**config.mk**
```make
export PLATFORM = sky130hd
export DESIGN_NAME = serial_adder_subtractor
export DESIGN_NICKNAME = d
export VERILOG_FILES = /design/src/rtl/serial_adder_subtractor.sv
export SDC_FILE = /design/constraint.sdc
export NUM_CORES = 1
export LEC_CHECK = 0
export ABC_AREA = 1
export ABC_CLOCK_PERIOD_IN_PS = 2900
export CORE_ASPECT_RATIO = 1.2
export CORE_MARGIN = 2
export CORE_UTILIZATION = 45
export CTS_CLUSTER_DIAMETER = 40
export CTS_CLUSTER_SIZE = 14
export DETAILED_ROUTE_END_ITERATION = 12
export PLACE_DENSITY = 0.7
export SLEW_MARGIN = 10
export SYNTH_ARGS = -nofsm -noshare
export SYNTH_HDL_FRONTEND = slang
export SYNTH_SLANG_ARGS = --single-unit
```
**constraint.sdc**
```tcl
create_clock -name clk -period 2.9 [get_ports clk]
set_input_delay 0.29 -clock clk [delete_from_list [all_inputs] [get_ports clk]]
set_output_delay 0.29 -clock clk [all_outputs]
set_load 0.01 [all_outputs]
```
**src/rtl/serial_adder_subtractor.sv**
```systemverilog
// Digit-serial adder/subtractor: WIDTH-bit operands, DIGIT bits per clock, LSB first.
// start/busy/done handshake with carry, signed overflow, zero and optional saturation.
module serial_adder_subtractor #(
  parameter int WIDTH = 16,
  parameter int DIGIT = 4
) (
  input  logic             clk,
  input  logic             rst,
  input  logic             start,
  input  logic [WIDTH-1:0] a,
  input  logic [WIDTH-1:0] b,
  input  logic             ctrl,
  input  logic             sat,
  output logic             busy,
  output logic             done,
  output logic [WIDTH-1:0] sum,
  output logic             carry,
  output logic             overflow,
  output logic             zero
);

  localparam int N  = WIDTH / DIGIT;
  localparam int CW = (N > 1) ? $clog2(N) : 1;

  typedef enum logic {
    IDLE,
    RUN
  } state_t;

  state_t           state_q, state_d;
  logic [WIDTH-1:0] a_q, a_d;
  logic [WIDTH-1:0] b_q, b_d;
  logic             ctrl_q, ctrl_d;
  logic             sat_q, sat_d;
  logic             amsb_q, amsb_d;
  logic [CW-1:0]    cnt_q, cnt_d;
  logic             cy_q, cy_d;
  logic [WIDTH-1:0] sum_q, sum_d;
  logic             carry_q, carry_d;
  logic             ovf_q, ovf_d;
  logic             zero_q, zero_d;
  logic             busy_q, busy_d;
  logic             done_q, done_d;

  logic [DIGIT-1:0] bx;
  logic [DIGIT:0]   ext;
  logic             cin_msb;
  logic             ovf_w;
  logic [WIDTH-1:0] res;

  // Operands shift right each slice, so the active slice is always bits [DIGIT-1:0].
  always_comb begin
    state_d = state_q;
    a_d     = a_q;
    b_d     = b_q;
    ctrl_d  = ctrl_q;
    sat_d   = sat_q;
    amsb_d  = amsb_q;
    cnt_d   = cnt_q;
    cy_d    = cy_q;
    sum_d   = sum_q;
    carry_d = carry_q;
    ovf_d   = ovf_q;
    zero_d  = zero_q;
    busy_d  = busy_q;
    done_d  = 1'b0;

    bx  = b_q[DIGIT-1:0] ^ {DIGIT{ctrl_q}};
    ext = {1'b0, a_q[DIGIT-1:0]} + {1'b0, bx}
        + {{DIGIT{1'b0}}, cy_q};
    // Carry into the slice MSB recovered from its sum bit.
    cin_msb = ext[DIGIT-1] ^ a_q[DIGIT-1] ^ bx[DIGIT-1];
    ovf_w   = cin_msb ^ ext[DIGIT];
    res     = WIDTH'({ext[DIGIT-1:0], sum_q} >> DIGIT);

    unique case (state_q)
      IDLE: begin
        if (start) begin
          a_d     = a;
          b_d     = b;
          ctrl_d  = ctrl;
          sat_d   = sat;
          amsb_d  = a[WIDTH-1];
          cy_d    = ctrl;
          cnt_d   = '0;
          busy_d  = 1'b1;
          state_d = RUN;
        end
      end
      RUN: begin
        a_d   = a_q >> DIGIT;
        b_d   = b_q >> DIGIT;
        cy_d  = ext[DIGIT];
        sum_d = res;
        if (cnt_q == CW'(N - 1)) begin
          cnt_d   = '0;
          busy_d  = 1'b0;
          done_d  = 1'b1;
          state_d = IDLE;
          carry_d = ext[DIGIT];
          ovf_d   = ovf_w;
          if (sat_q && ovf_w) begin
            sum_d = amsb_q ? {1'b1, {(WIDTH-1){1'b0}}}
                           : {1'b0, {(WIDTH-1){1'b1}}};
          end
          zero_d = (sum_d == '0);
        end else begin
          cnt_d = cnt_q + CW'(1);
        end
      end
      default: state_d = IDLE;
    endcase
  end

  always_ff @(posedge clk or posedge rst) begin
    if (rst) begin
      state_q <= IDLE;
      a_q     <= '0;
      b_q     <= '0;
      ctrl_q  <= 1'b0;
      sat_q   <= 1'b0;
      amsb_q  <= 1'b0;
      cnt_q   <= '0;
      cy_q    <= 1'b0;
      sum_q   <= '0;
      carry_q <= 1'b0;
      ovf_q   <= 1'b0;
      zero_q  <= 1'b0;
      busy_q  <= 1'b0;
      done_q  <= 1'b0;
    end else begin
      state_q <= state_d;
      a_q     <= a_d;
      b_q     <= b_d;
      ctrl_q  <= ctrl_d;
      sat_q   <= sat_d;
      amsb_q  <= amsb_d;
      cnt_q   <= cnt_d;
      cy_q    <= cy_d;
      sum_q   <= sum_d;
      carry_q <= carry_d;
      ovf_q   <= ovf_d;
      zero_q  <= zero_d;
      busy_q  <= busy_d;
      done_q  <= done_d;
    end
  end

  assign busy     = busy_q;
  assign done     = done_q;
  assign sum      = sum_q;
  assign carry    = carry_q;
  assign overflow = ovf_q;
  assign zero     = zero_q;

endmodule

```
======== Word level (Yosys, flattened, before mapping) ========
Cells that the tools add are included.
storage, ports and cells
  memory bits (writable) .................. 0
  flip-flop bits (word level) ............. 60
  input port bits ......................... 37
  logic and storage cells ................. 52
  latch bits .............................. 0
  ROM bits ................................ 0
  memories ................................ 0
operators by class
  muxes and demuxes ....................... 22
  multiply operators ...................... 0
  eq/ne operators ......................... 3
  shifts and indexed selects .............. 0
  div/mod/pow operators ................... 0
  bitwise gates (word level) .............. 5
  reductions and logical operators ........ 5
  magnitude comparators ................... 0
  add/subtract/negate cells ............... 3
operators with widths
  cell                                                              count
  16-bit two-way mux                                                7
  16-bit one-hot mux with 2 select lines                            2
  16-bit zero test                                                  1
  1-bit two-way mux                                                 7
  1-bit one-hot mux with 2 select lines                             3
  2-bit AND reduction                                               3
  4-bit by 4-bit adder with 5-bit output                            1
  5-bit by 1-bit adder with 5-bit output                            1
  2-bit two-way mux                                                 2
  2-bit one-hot mux with 2 select lines                             1
  4-bit bitwise XOR                                                 1
  1-bit bitwise XOR                                                 3
  2-bit by 1-bit adder with 2-bit output (second input constant)    1
  2-bit equality test (second input constant)                       1
  2-bit by 1-bit != test with 1-bit output (second input constant)  1
  2-bit != test (second input constant)                             1
  1-bit logical AND                                                 1
  1-bit inverter                                                    1

======== Depth between registers and ports, before layout ========
  depth in word-level cells ............... 11
  mapped depth ............................ 18
  depth with buffers taken out ............ 16

======== Worst setup path after synthesis ========
No wires, ideal clock.
  path type ............................... flip-flop to flip-flop
  start ................................... reg ctrl_q
  end ..................................... reg sum_q[0] (netlist: sum[0])
  clock period less this slack ............ 2.432 ns
  slack ................................... 0.468 ns
  arrival time ............................ 2.315 ns
  library setup time ...................... 0.116 ns
  buffers on the path ..................... 2
  data required time ...................... 2.784 ns
  cell stages (with the launch flop) ...... 15
  cell sequence ........................... dfrtp_1 > buf_6 > xnor2_1 > fa_1 > fa_1 > nand3b_1 > nand2_2 > nand3_2 > nand3_1 > nand3_4 > buf_6 > nand2_1 > nand2_1 > nand2_1 > nand2_1
between the ends
  longest elaborated chain between the ends .. 11
RTL lines
  what                                    line  text
  start: declaration                      33    logic ctrl_q, ctrl_d;
  start signal: assignment                135   ctrl_q <= ctrl_d;
  4-bit bitwise XOR *                     68    bx = b_q[DIGIT-1:0] ^ {DIGIT{ctrl_q}};
  4-bit by 4-bit adder with 5-bit output  69    ext = {1'b0, a_q[DIGIT-1:0]} + {1'b0, bx}
  5-bit by 1-bit adder with 5-bit output  70    + {{DIGIT{1'b0}}, cy_q};
  1-bit bitwise XOR (2 in a row)          72    cin_msb = ext[DIGIT-1] ^ a_q[DIGIT-1] ^ bx[DIGIT-1];
  1-bit bitwise XOR *                     73    ovf_w = cin_msb ^ ext[DIGIT];
  1-bit logical AND *                     102   if (sat_q && ovf_w) begin
  16-bit two-way mux *                    102
  16-bit two-way mux *                    95    if (cnt_q == CW'(N - 1)) begin
  16-bit two-way mux *                    76    unique case (state_q)
  16-bit two-way mux *                    95
  end signal: assignment                  140   sum_q <= sum_d;
  end: declaration                        38    logic [WIDTH-1:0] sum_q, sum_d;
Every way passes the cells marked *; elsewhere a longest branch is shown, timed or not. The select of a mux whose other input is x is not followed.
A chain may end at the register's enable or synchronous reset.

======== Worst setup path after layout ========
  start ................................... reg ctrl_q
  end ..................................... reg sum_q[6] (netlist: sum[6])
Same word-level chain as after synthesis.

==> run metrics <==
Crit path top cell by count=nand2_1; final slew viol count=0; worst-path cell chain=xnor2_1 -> fa_1 -> fa_1 -> nand3b_1 -> nand2_2 -> nand3_2 -> nand3_1 -> nand3_4 -> nand2_1 -> nand2_1 -> nand2_1 -> nand2_1; WL/cell=12.8 um; Flop pwr share=0.318; Worst setup SP type=register; routed vias=2731; worst-path fanout max=16; Levels on crit path=12; VDD IR-drop max=0.503 mV; #FFs+latches synth=60; Initial DRC Count=141; GRT overflow=0; Resize count post-CTS=0; clock buffer depth=2; CP required=3.12 ns; antenna violations before repair=0; syn nets=431; CTS Hold Bufs=0; CP delay by family, top=simple AND/OR/NAND/NOR gates; DRC viols=0; Area contributors post-synth=dfrtp_1 (48%), nand2_1 (16%), inv_1 (6.5%), nand2_2 (2.8%), nand3_1 (2.7%); Initial DRT Pass Iterations=4; share of cells above drive strength 1=0.0984; slew of the pin with the lowest slew margin=0.747 ns; Crit Path Class=reg2reg; Final Cycle Share=0.925; sequential share of the synthesized area=0.478; H-tree depth=3; Bufs and invs on worst path=0; first-pass GRT wire length=11900 um; row cnt=33; Skew-Pair Late Insertion Delay=0.34 ns; width of the die=80.3 um; P_int=2510 uW; CP arrival=2.90 ns; cells on worst reg2reg path=12; Largest stage delay, worst path=0.47 ns; vias in the first global route=2584; Post-Syn Area per Cell=8.12 um2; part of the power in the clock network=0.164; met1 usage=0.248; slowest CP cell=dfrtp_1; # IOs=58; Layout area overhead=25.5%; Layout Cell Area excl Fill=3940 um2; postcts setup bufs=0; CTS tree=yes; Final ANT Viol Nets=0; RePlAce Congestion=0.858; number of buffers created by CTS=9; clk sinks=60; Synth area leader=dfrtp_1; largest net degree at the start of global routing=61; CTS clock-pin slew for the worst setup and hold paths=0.07 ns; vias per inst=5.11; RSZ-0062 raised after global routing=false; Final HPWL DP=4870 um; WL final=6830 um; Sw Pwr=1960 uW; Yosys Warn Count=0; reg-to-reg startpoint=ctrl_q; Switching Fraction=0.438; Worst Hold Class=in2async; top cell type's share of synthesized area=0.478; CP endpoint kind=register; reg-to-reg endpoint=sum[6]; minimum clock period=2.68 ns; total track usage=0.202; total of max-cap violations=0; final count of negative-setup-slack endpoints=0; Hold Fails Final Rpt=0; Comb power frac=0.518; DIE HEIGHT=95.5 um; GRT met2 Usage=0.342; clock skew=0.00924 ns; distinct cell type count after synthesis=32; P per Cell Area=1140 nW/um2; Cell Area, Placed=3750 um2; synthesized area=3140 um2; Leak=0.00194 uW; Initial Util=0.461; Die Area=7670 um2; CTS root buf=clkbuf_8; Post-Route Setup TNS=0 ns; Ant. Diodes=0; Core ar.=6810 um2; grt peak-use layer=met2; Final #Nets=486; Cells after Synth=387; FMAX=373 MHz; register-to-register setup slack=0.22 ns; Rel. slew slack=0.502; GR Util met3=0.0369; buffers added on ports=57; status=finished clean
==> sequential cells by signal, indices dropped and copies added, names as in the netlist <==
signal / cells
a_q: 16
b_q: 16
sum: 16
cnt_q: 2
amsb_q: 1
busy: 1
carry: 1
ctrl_q: 1
cy_q: 1
done: 1
overflow: 1
sat_q: 1
state_q: 1
zero: 1
==> routing by layer <==
layer | part of all wire | vias up
li1 | - | 1338
met5 | 0 | -
met1 | 0.44 | 1306
met3 | 0.046 | 15
met2 | 0.50 | 72
met4 | 0.021 | 0
==> worst reg2reg max path, stage by stage, from the launching register on <==
cell and delay [ns]:
dfrtp_1 0.47, xnor2_1 0.18, fa_1 0.42, fa_1 0.43
nand3b_1 0.19, nand2_2 0.09, nand3_2 0.08, nand3_1 0.14
nand3_4 0.23, nand2_1 0.13, nand2_1 0.08, nand2_1 0.07
nand2_1 0.06
==> synth_stat cells (all sizes together) <==
library cell and n:
o21ai 11, nand4 4, o211ai 8, dfrtp 60
xnor2 2, xor2 2, o221ai 7, ha 5
a22oi 6, o21bai 1, fa 2, nand2 151
nor2 13, nand3b 1, buf 6, a21oi 2
nand3 22, inv 56, a31oi 2, o22ai 10
a22o 3, clkinv 1, or2 1, clkbuf 11
==> power groups by stage <==
stage | combinational, uW | sequential, uW | clock, uW
finish | 2320 | 1420 | 735
global route | 2630 | 1470 | 785
CTS | 2330 | 1430 | 747
detailed placement | 2320 | 1440 | 0
global placement | 2260 | 1430 | 0
floorplan | 1720 | 1410 | 0
==> how the worst max path moves through the flow <==
stage                   end    from  slack (ns)
floorplan            sum[0]  ctrl_q        0.47
global placement     sum[6]  ctrl_q        0.30
detailed placement   sum[6]  ctrl_q        0.24
CTS                  sum[6]  ctrl_q        0.22
global route        sum[13]  ctrl_q        0.07
finish               sum[6]  ctrl_q        0.22
==> per-stage QoR <==
step                 util  setup slack, ns  power [uW]  cells  hold WS [ns]
floorplan               -            0.468        3130    387         0.400
global placement    0.551            0.304        3690    518         0.465
detailed placement  0.551            0.239        3760    518         0.471
CTS                 0.579            0.221        4510    534         0.473
global route        0.579           0.0730        4880    534         0.485
finish              0.579            0.218        4480    534         0.478
==> final cells by class <==
| type | instances | area, um2 |
|---|---|---|
| repair buffers | 61 | 601 |
| multi-input cells | 253 | 1320 |
| well taps | 87 | 109 |
| flip-flops and latches | 60 | 1500 |
| clock inverters | 6 | 63.8 |
| inverters | 57 | 216 |
| clock buffers | 10 | 128 |
| fillers | 659 | 2870 |
==> cells in the final DEF (no fill, tap or decap), types with 2 or more instances in the layout <==
| cell | count |
|---|---|
| ha_1 | 5 |
| nor2_1 | 12 |
| fa_1 | 2 |
| a21oi_1 | 2 |
| nand4_1 | 4 |
| a22o_1 | 3 |
| clkdlybuf4s50_1 | 57 |
| xor2_1 | 2 |
| o21ai_0 | 11 |
| clkinv_2 | 2 |
| nand2_2 | 14 |
| nand3_1 | 17 |
| o22ai_1 | 10 |
| clkbuf_8 | 9 |
| o211ai_1 | 8 |
| o221ai_1 | 7 |
| a22oi_1 | 6 |
| a31oi_1 | 2 |
| dfrtp_1 | 60 |
| nand3_2 | 3 |
| clkinvlp_4 | 2 |
| inv_1 | 53 |
| buf_4 | 4 |
| xnor2_1 | 2 |
| nand2_1 | 137 |
| nand3_4 | 2 |
| inv_2 | 2 |
==> cells by family after synthesis <==
group	share of synthesized area
fa+ha+maj	0.0327
xor+xnor	0.0112
simple gates	0.268
buf+inv	0.100
compound gates	0.110
flops	0.478
Power figures use the tool's default switching activity.
